==> src/rtl/seg7_scan_decoder_if.sv <==
// Bus between a multiplexed 7-segment driver and the scan decoder that reads it back.
// seg7s is a level-sampled bus with no valid/ready handshake; the decoder qualifies it by stability. All outputs are registered. frame_done and scan_err are single-cycle pulses.
interface seg7_scan_decoder_if;
    logic [15:0] seg7s;
    logic [31:0] digits;
    logic [7:0]  dps;
    logic [7:0]  blank;
    logic [7:0]  glyph_err;
    logic        frame_done;
    logic        scan_err;

    modport master (
        output seg7s,
        input  digits, dps, blank, glyph_err, frame_done, scan_err
    );

    modport slave (
        input  seg7s,
        output digits, dps, blank, glyph_err, frame_done, scan_err
    );
endinterface

==> src/rtl/seg7_scan_decoder.sv <==
// Rebuilds the eight hex digits shown by a multiplexed 7-segment driver.
// A slot is captured once, after it has been stable for SETTLE consecutive cycles.
module seg7_scan_decoder #(
    parameter int SETTLE = 4,
    parameter int CW     = 8
) (
    input logic                 clk,
    input logic                 reset,
    seg7_scan_decoder_if.slave  bus
);
    logic [15:0]   r_s_q;
    logic [CW-1:0] r_cnt;
    logic [7:0]    r_seen;
    logic [31:0]   r_digits;
    logic [7:0]    r_dps;
    logic [7:0]    r_blank;
    logic [7:0]    r_glyph_err;
    logic          r_frame_done;
    logic          r_scan_err;

    logic [6:0] w_segs;
    logic [7:0] w_an_low;
    logic [3:0] w_hex;
    logic       w_legal;
    logic       w_blank;
    logic [2:0] w_idx;
    logic       w_one_hot;
    logic       w_multi;
    logic       w_stable;
    logic       w_capture;
    logic [7:0] w_seen_next;

    assign w_segs   = ~r_s_q[15:9];
    assign w_an_low = ~r_s_q[7:0];
    assign w_blank  = (w_segs == 7'b0000000);

    always_comb begin
        w_hex   = 4'h0;
        w_legal = 1'b1;
        case (w_segs)
            7'b1111110: w_hex = 4'h0;
            7'b0110000: w_hex = 4'h1;
            7'b1101101: w_hex = 4'h2;
            7'b1111001: w_hex = 4'h3;
            7'b0110011: w_hex = 4'h4;
            7'b1011011: w_hex = 4'h5;
            7'b1011111: w_hex = 4'h6;
            7'b1110000: w_hex = 4'h7;
            7'b1111111: w_hex = 4'h8;
            7'b1111011: w_hex = 4'h9;
            7'b1110111: w_hex = 4'hA;
            7'b0011111: w_hex = 4'hB;
            7'b1001110: w_hex = 4'hC;
            7'b0111101: w_hex = 4'hD;
            7'b1001111: w_hex = 4'hE;
            7'b1000111: w_hex = 4'hF;
            default:    w_legal = 1'b0;
        endcase
    end

    always_comb begin
        w_idx = 3'd0;
        for (int i = 0; i < 8; i++) begin
            if (w_an_low[i]) w_idx = 3'(i);
        end
    end

    assign w_one_hot   = (w_an_low != 8'h00) && ((w_an_low & (w_an_low - 8'd1)) == 8'h00);
    assign w_multi     = (w_an_low != 8'h00) && !w_one_hot;
    assign w_stable    = (bus.seg7s == r_s_q);
    // The capture edge is the one that moves the counter onto SETTLE; it then holds there.
    assign w_capture   = w_stable && (r_cnt == CW'(SETTLE - 1));
    assign w_seen_next = r_seen | w_an_low;

    always_ff @(posedge clk or posedge reset) begin
        if (reset) begin
            r_s_q        <= '0;
            r_cnt        <= '0;
            r_seen       <= '0;
            r_digits     <= '0;
            r_dps        <= '0;
            r_blank      <= '0;
            r_glyph_err  <= '0;
            r_frame_done <= 1'b0;
            r_scan_err   <= 1'b0;
        end else begin
            r_s_q        <= bus.seg7s;
            r_frame_done <= 1'b0;
            r_scan_err   <= 1'b0;
            if (!w_stable) begin
                r_cnt <= '0;
            end else if (r_cnt < CW'(SETTLE)) begin
                r_cnt <= r_cnt + 1'b1;
            end
            if (w_capture && w_one_hot) begin
                r_digits[{w_idx, 2'b00} +: 4] <= (w_legal && !w_blank) ? w_hex : 4'h0;
                r_dps[w_idx]       <= ~r_s_q[8];
                r_blank[w_idx]     <= w_blank;
                r_glyph_err[w_idx] <= !w_legal && !w_blank;
                if (w_seen_next == 8'hFF) begin
                    r_frame_done <= 1'b1;
                    r_seen       <= '0;
                end else begin
                    r_seen <= w_seen_next;
                end
            end else if (w_capture && w_multi) begin
                r_scan_err <= 1'b1;
            end
        end
    end

    assign bus.digits     = r_digits;
    assign bus.dps        = r_dps;
    assign bus.blank      = r_blank;
    assign bus.glyph_err  = r_glyph_err;
    assign bus.frame_done = r_frame_done;
    assign bus.scan_err   = r_scan_err;
endmodule

==> src/flat_wrapper.sv <==
// flat-port wrapper written by rule: the top's interface ports become plain ports
module seg7_scan_decoder_flat 
#(
    parameter int SETTLE = 4,
    parameter int CW     = 8
)
  (clk, reset, bus_seg7s, bus_digits, bus_dps, bus_blank, bus_glyph_err, bus_frame_done, bus_scan_err);
  seg7_scan_decoder_if bus_i ();
  input logic clk;
  input logic reset;
  input wire logic [$bits(bus_i.seg7s)-1:0] bus_seg7s;
  output wire logic [$bits(bus_i.digits)-1:0] bus_digits;
  output wire logic [$bits(bus_i.dps)-1:0] bus_dps;
  output wire logic [$bits(bus_i.blank)-1:0] bus_blank;
  output wire logic [$bits(bus_i.glyph_err)-1:0] bus_glyph_err;
  output wire logic [$bits(bus_i.frame_done)-1:0] bus_frame_done;
  output wire logic [$bits(bus_i.scan_err)-1:0] bus_scan_err;
  assign bus_i.seg7s = bus_seg7s;
  assign bus_digits = bus_i.digits;
  assign bus_dps = bus_i.dps;
  assign bus_blank = bus_i.blank;
  assign bus_glyph_err = bus_i.glyph_err;
  assign bus_frame_done = bus_i.frame_done;
  assign bus_scan_err = bus_i.scan_err;
  seg7_scan_decoder #(.SETTLE(SETTLE), .CW(CW)) u_core (.clk(clk), .reset(reset), .bus(bus_i));
endmodule
==> config.mk <==
export PLATFORM = sky130hd
export DESIGN_NAME = seg7_scan_decoder_flat
export DESIGN_NICKNAME = d
export VERILOG_FILES = /design/src/rtl/seg7_scan_decoder_if.sv /design/src/rtl/seg7_scan_decoder.sv /design/src/flat_wrapper.sv
export SDC_FILE = /design/constraint.sdc
export NUM_CORES = 1
export LEC_CHECK = 0
export BUFFER_PORTS_ARGS = -buffer_cell sky130_fd_sc_hd__buf_4
export CAP_MARGIN = 20
export CORE_AREA = 2 2 115 117
export DETAILED_ROUTE_END_ITERATION = 8
export DIE_AREA = 0 0 117 119
export SLEW_MARGIN = 40
export SYNTH_ARGS = -nofsm -noshare
export SYNTH_HDL_FRONTEND = slang
export SYNTH_SLANG_ARGS = --single-unit
==> constraint.sdc <==
create_clock -name clk -period 4 [get_ports clk]
set_input_delay 0.8 -clock clk [delete_from_list [all_inputs] [get_ports clk]]
set_output_delay 0.8 -clock clk [all_outputs]
set_load 0.05 [all_outputs]
**Yosys cells after proc, flatten, opt, wreduce, memory -nomap -nowiden**

Index checks and enable logic that the tools add are counted.

- Equal/unequal tests: 20
- Shifts and indexed selects: 2
- $add $sub $neg: 3
- Reductions and logical operators: 15
- Mux-type cells: 23
- Magnitude comparators: 3
- Bitwise logic cells: 5

Operator list:

| kind | number |
|---|---|
| == test 7 bit (second input constant) | 12 |
| one-hot mux 4 bit (15 select lines) | 1 |
| bitwise mux 32 bit | 1 |
| variable shift 4 x 7 -> 32 bit (first input constant) | 1 |
| variable part select 4 x 7 -> 32 bit | 1 |
| bitwise mux 8 bit | 3 |
| 2-to-1 mux 8 bit | 3 |
| == test 7 x 6 -> 1 bit (second input constant) | 3 |
| == test 16 bit | 1 |
| OR reduction 16 bit | 1 |
| 2-to-1 mux 3 bit | 4 |
| adder 8 x 1 -> 8 bit (second input constant) | 1 |
| bitwise AND 8 bit | 1 |
| == test 8 x 2 -> 1 bit (second input constant) | 1 |
| == test 8 bit (second input constant) | 1 |
| logical AND 1 bit | 8 |
| zero test 8 bit | 1 |
| < comparator 8 x 3 -> 1 bit (second input constant) | 1 |
| NOT 8 bit | 1 |
| OR 8 bit | 1 |
| nonzero test 8 bit | 1 |
| subtractor 8 x 1 -> 8 bit (second input constant) | 1 |
| == test 7 x 5 -> 1 bit (second input constant) | 1 |
| zero test 7 bit | 1 |
| other kinds (11) | 20 |

- Register bits after elaboration: 90
- Word-level logic and storage cells: 80
- Input bits: 18

**Logic depth before layout (Yosys ltp)**

- Word-level depth: 13
- Depth in mapped cells: 10
- Depth with buffers taken out: 10

**Worst setup path after synthesis**

No wires, ideal clock.

- Path kind: input port to flip-flop
- Start: input bus_seg7s[4]
- End: register u_core.r_glyph_err[0], in the netlist u_core.bus.glyph_err[0]
- Buffers on the path: 1
- Cell stages on the path: 6
- Arrival time: 2588 ps
- Slack: 1284 ps
- Setup time: 128 ps
- Path through: xnor2_1 > nand4_1 > or4_1 > buf_4 > or4b_4 > mux2_1

- Word-level cells in the longest chain between the ends: 3

Ends and longest elaborated chain:

| what | RTL line | RTL |
|---|---|---|
| from (decl) | flat_wrapper.sv:11 | `input wire logic [$bits(bus_i.seg7s)-1:0] bus_seg7s;` |
| == test 16 bit | seg7_scan_decoder.sv:70 | `assign w_stable = (bus.seg7s == r_s_q);` |
| logical AND 1 bit | seg7_scan_decoder.sv:72 | `assign w_capture = w_stable && (r_cnt == CW'(SETTLE - 1));` |
| logical AND 1 bit | seg7_scan_decoder.sv:95 | `if (w_capture && w_one_hot) begin` |
| to (signal, indexed assignment) | seg7_scan_decoder.sv:99 | `r_glyph_err[w_idx] <= !w_legal && !w_blank;` |
| to (decl) | seg7_scan_decoder.sv:17 | `logic [7:0] r_glyph_err;` |

No other way between the ends.
A chain may end at the register's enable or synchronous reset.

**Final worst setup path**

- Start: register u_core.r_s_q[13]
- End: register u_core.r_digits[15], in the netlist u_core.bus.digits[15]

- Word-level cells in the longest chain between the ends: 8
- Elaborated cells between the ends (all ways): 29
- Those cells by class: 17 x eq/ne; 1 x shift; 4 x mux; 1 x bitwise; 6 x reduce/logical

Ends and longest elaborated chain:

| what | RTL line | RTL |
|---|---|---|
| from (decl) | seg7_scan_decoder.sv:11 | `logic [15:0] r_s_q;` |
| from (signal assigned) | seg7_scan_decoder.sv:87 | `r_s_q <= bus.seg7s;` |
| NOT 7 bit | seg7_scan_decoder.sv:33 | `assign w_segs = ~r_s_q[15:9];` |
| == test 7 bit (tied with other cells) | seg7_scan_decoder.sv:40 | `case (w_segs)` |
| OR reduction 16 bit (no source line) | -- |  |
| 2-to-1 mux 1 bit | seg7_scan_decoder.sv:40 |  |
| logical AND 1 bit | seg7_scan_decoder.sv:96 | `r_digits[{w_idx, 2'b00} +: 4] <= (w_legal && !w_blank) ? w_hex : 4'h0;` |
| 2-to-1 mux 4 bit | seg7_scan_decoder.sv:96 |  |
| variable part select 4 x 7 -> 32 bit | seg7_scan_decoder.sv:96 |  |
| bitwise mux 32 bit | seg7_scan_decoder.sv:96 |  |
| to (signal, indexed assignment) | seg7_scan_decoder.sv:96 |  |
| to (decl) | seg7_scan_decoder.sv:14 | `logic [31:0] r_digits;` |

Parallel ways exist; a longest one is shown, timed or not.

==> flow_summary.yaml <==
global_routing:
  grt_usage_pct: 15.8
  grt_pass1_wl_um: 16600
  grt-ovfl-total: 0
  grt_pass1_vias: 3152
  antenna_found_initial: 0
  grt_max_degree: 56
synth:
  yosysSeqAreaShare_pct: 52.1
  ys_warn_count: 0
  ys_types: 59
  synth_compound_area_share_pct: 7.42
  synth.most_common_cell: "dfrtp_1"
  netlist_area_um2: 4320
  synth_nets: 403
  synth_area_leaders: "dfrtp_1 52%, mux2_2 9.1%, nor2_1 3.2%, mux2i_1 3.0%, xnor2_1 2.6%"
  syn_inst: 378
  synth-seq-cells: 90
  synth_largest_area_cell: "dfrtp_1"
  synthSimpleGateAreaFrac_pct: 15.4
  synth_edf_count: 0
  synthAdderAreaFrac_pct: 2.03
  synth.top_cell.area_share_pct: 52.1
  synth.area.mux_share_pct: 14.0
  synth_flop_cell: "dfrtp_1"
  async_flop_share_pct: 100
  synthTopCellsByCount: "90 x dfrtp_1, 37 x nor2_1, 35 x mux2_2"
  synthXorXnorAreaFrac_pct: 4.17
  synth_top_family_by_area: "simple AND/OR/NAND/NOR gates"
  syn_area_per_cell_um2: 11.4
clock_tree:
  cts_root_buf: "clkbuf_16"
  clk_latency_ns: 0.34
  clock-sinks: 90
  cts.htree.levels: 3
  holdBufCountCts: 0
  cts.clk_slew.worst_paths_ns: 0.06
  cts_tree: "built"
  postCtsResizedCells: 0
  cts_setup_buffers: 0
  numCtsBuffers: 9
  cts_buffer_depth: 2
pwr:
  power.density_nw_per_um2: 346
  peakVddDrop_mv: 0.186
  leakage_nw: 2.58
sta:
  min_period_ns: 2.91
  slew_violations: 0
  rsz0062_at_grt: "no"
  period_share_pct: 72.8
  skew_ns: 0.00742
  worstMarginPinSlew_ns: 0.776
  setup_violations: 0
  relSlewSlack_pct: 47.9
  tns_ns: 0
  max_freq_ghz: 0.344
  fin_ws_ns: 1.09
  hold_viol_final: 0
run:
  max_cap_violations: 0
routing:
  drc: 0
  detail-route-antenna-nets: 0
  num_vias: 3093
  vias_per_cell: 4.90
  drt-initial-drc-count: 165
  drt-pass1-iter-count: 4
  wl_per_cell_um: 15.9
  wirelength_um: 10100
critical_path:
  r2r_end: "u_core.bus.digits[15]"
  path_max_fanout: 16
  worstSetupEndpointType: "flip-flop"
  r2r_setup_slack_ns: 1.09
  critical_path_class: "reg2reg"
  rr_worst_depth: 6
  r2r-start: "u_core.r_s_q[13]"
  cp-start-kind: "flip-flop"
  required_ns: 4.23
  crit_arrival_ns: 3.14
floorplan:
  rows: 42
  io_pins: 76
  core_um2: 12900
  fp.dieW_um: 117
  die_h_um: 119
  start_util_pct: 33.5
  die_area_um2: 13900
finish:
  multi_input_area_um2: 1880
  syn_to_final_growth_pct: 23.3
  nFillCells: 1260
  regArea_um2: 2250
  drive_above_1_share_pct: 32.5
  diodes: 0
  final_core_util_pct: 41.4
  nets: 476
placed_design:
  dp_hpwl_um: 7380
  portBuffers: 75
  gp_congestion: 0.880
  dp_slack_ns: 0.834
min_path:
  worst_hold_path_type: "in2async"
outcome:
  status: "complete, no violations"
[metrics by stage]
step	cells	hold WS [ns]	instance area, um2	power [mW]
6_report	631	0.482	5330	1.84
5_1_grt	631	0.518	5330	1.92
4_1_cts	631	0.490	5330	1.87
3_5_place_dp	616	0.472	5060	1.08
3_3_place_gp	616	0.471	5040	1.07
2_1_floorplan	378	0.454	4320	1.03
[power by group]
| part | internal (mW) | switching, mW | total (mW) |
|---|---|---|---|
| Sequential | 0.918 | 0.0250 | 0.943 |
| Combinational | 0.0479 | 0.0692 | 0.117 |
| Clock | 0.422 | 0.359 | 0.781 |
| Total | 1.39 | 0.453 | 1.84 |
[per-layer routing]
layer  global-route usage [%]  vias up  share of wire (%)
met5                        0        -                  0
met4                     6.40        0                2.0
met3                     4.27       11                5.7
met2                     23.3       80                 46
met1                     22.0     1535                 47
li1                         -     1467                  -
[layout by cell type (no fill, tap or decap), types with 10 or more instances in the layout]
cell,count
dfrtp_1,90
buf_4,76
nor2_1,37
mux2_2,35
inv_1,29
nand2_1,18
xnor2_1,13
mux2i_1,13
a21oi_1,11
nand3_1,10
[worst max-delay path, stage by stage (launching register included)]
cell and delay [ns]:
dfrtp_1 0.70, xnor2_2 0.17, nand4_1 0.15, or4_1 0.73, nor4_2 0.46, nand2_1 0.23
mux2_1 0.35
[sequential cells by signal (all words and copies together) (netlist names), 8 cells and up]
name                  flops
u_core.bus.glyph_err      8
u_core.bus.digits        32
u_core.bus.dps            8
u_core.r_s_q             16
u_core.r_seen             8
u_core.r_cnt              8
u_core.bus.blank          8
[how the worst max path moves through the flow]
stage                                start               endpoint  slack, ns  cells after the start
final                     u_core.r_s_q[13]  u_core.bus.digits[15]       1.09                      6
after floorplan                      reset    u_core.bus.blank[0]       0.86                      1
after global routing       u_core.r_s_q[1]   u_core.bus.digits[6]       0.90                      9
after detailed placement     bus_seg7s[11]  u_core.bus.digits[15]       0.83                      7
after global placement       bus_seg7s[12]  u_core.bus.digits[31]       0.88                      7
after CTS                 u_core.r_s_q[13]  u_core.bus.digits[15]       1.10                      6
[cells by family after synthesis]
family          count (synthesis)
flops                          90
compound gates                 45
mux                            55
xor+xnor                       18
fa+ha+maj                       7
simple gates                  118
buf+inv                        45
[area by class of cell]
class | count | area share, %
clock buffers | 10 | 4.30
repair buffers | 77 | 11.1
clock inverters | 5 | 0.752
multi-input cells | 243 | 35.2
well taps | 176 | 4.14
flip-flops and latches | 90 | 42.3
inverters | 30 | 2.21
No activity file was read; power rests on OpenSTA's default activity.
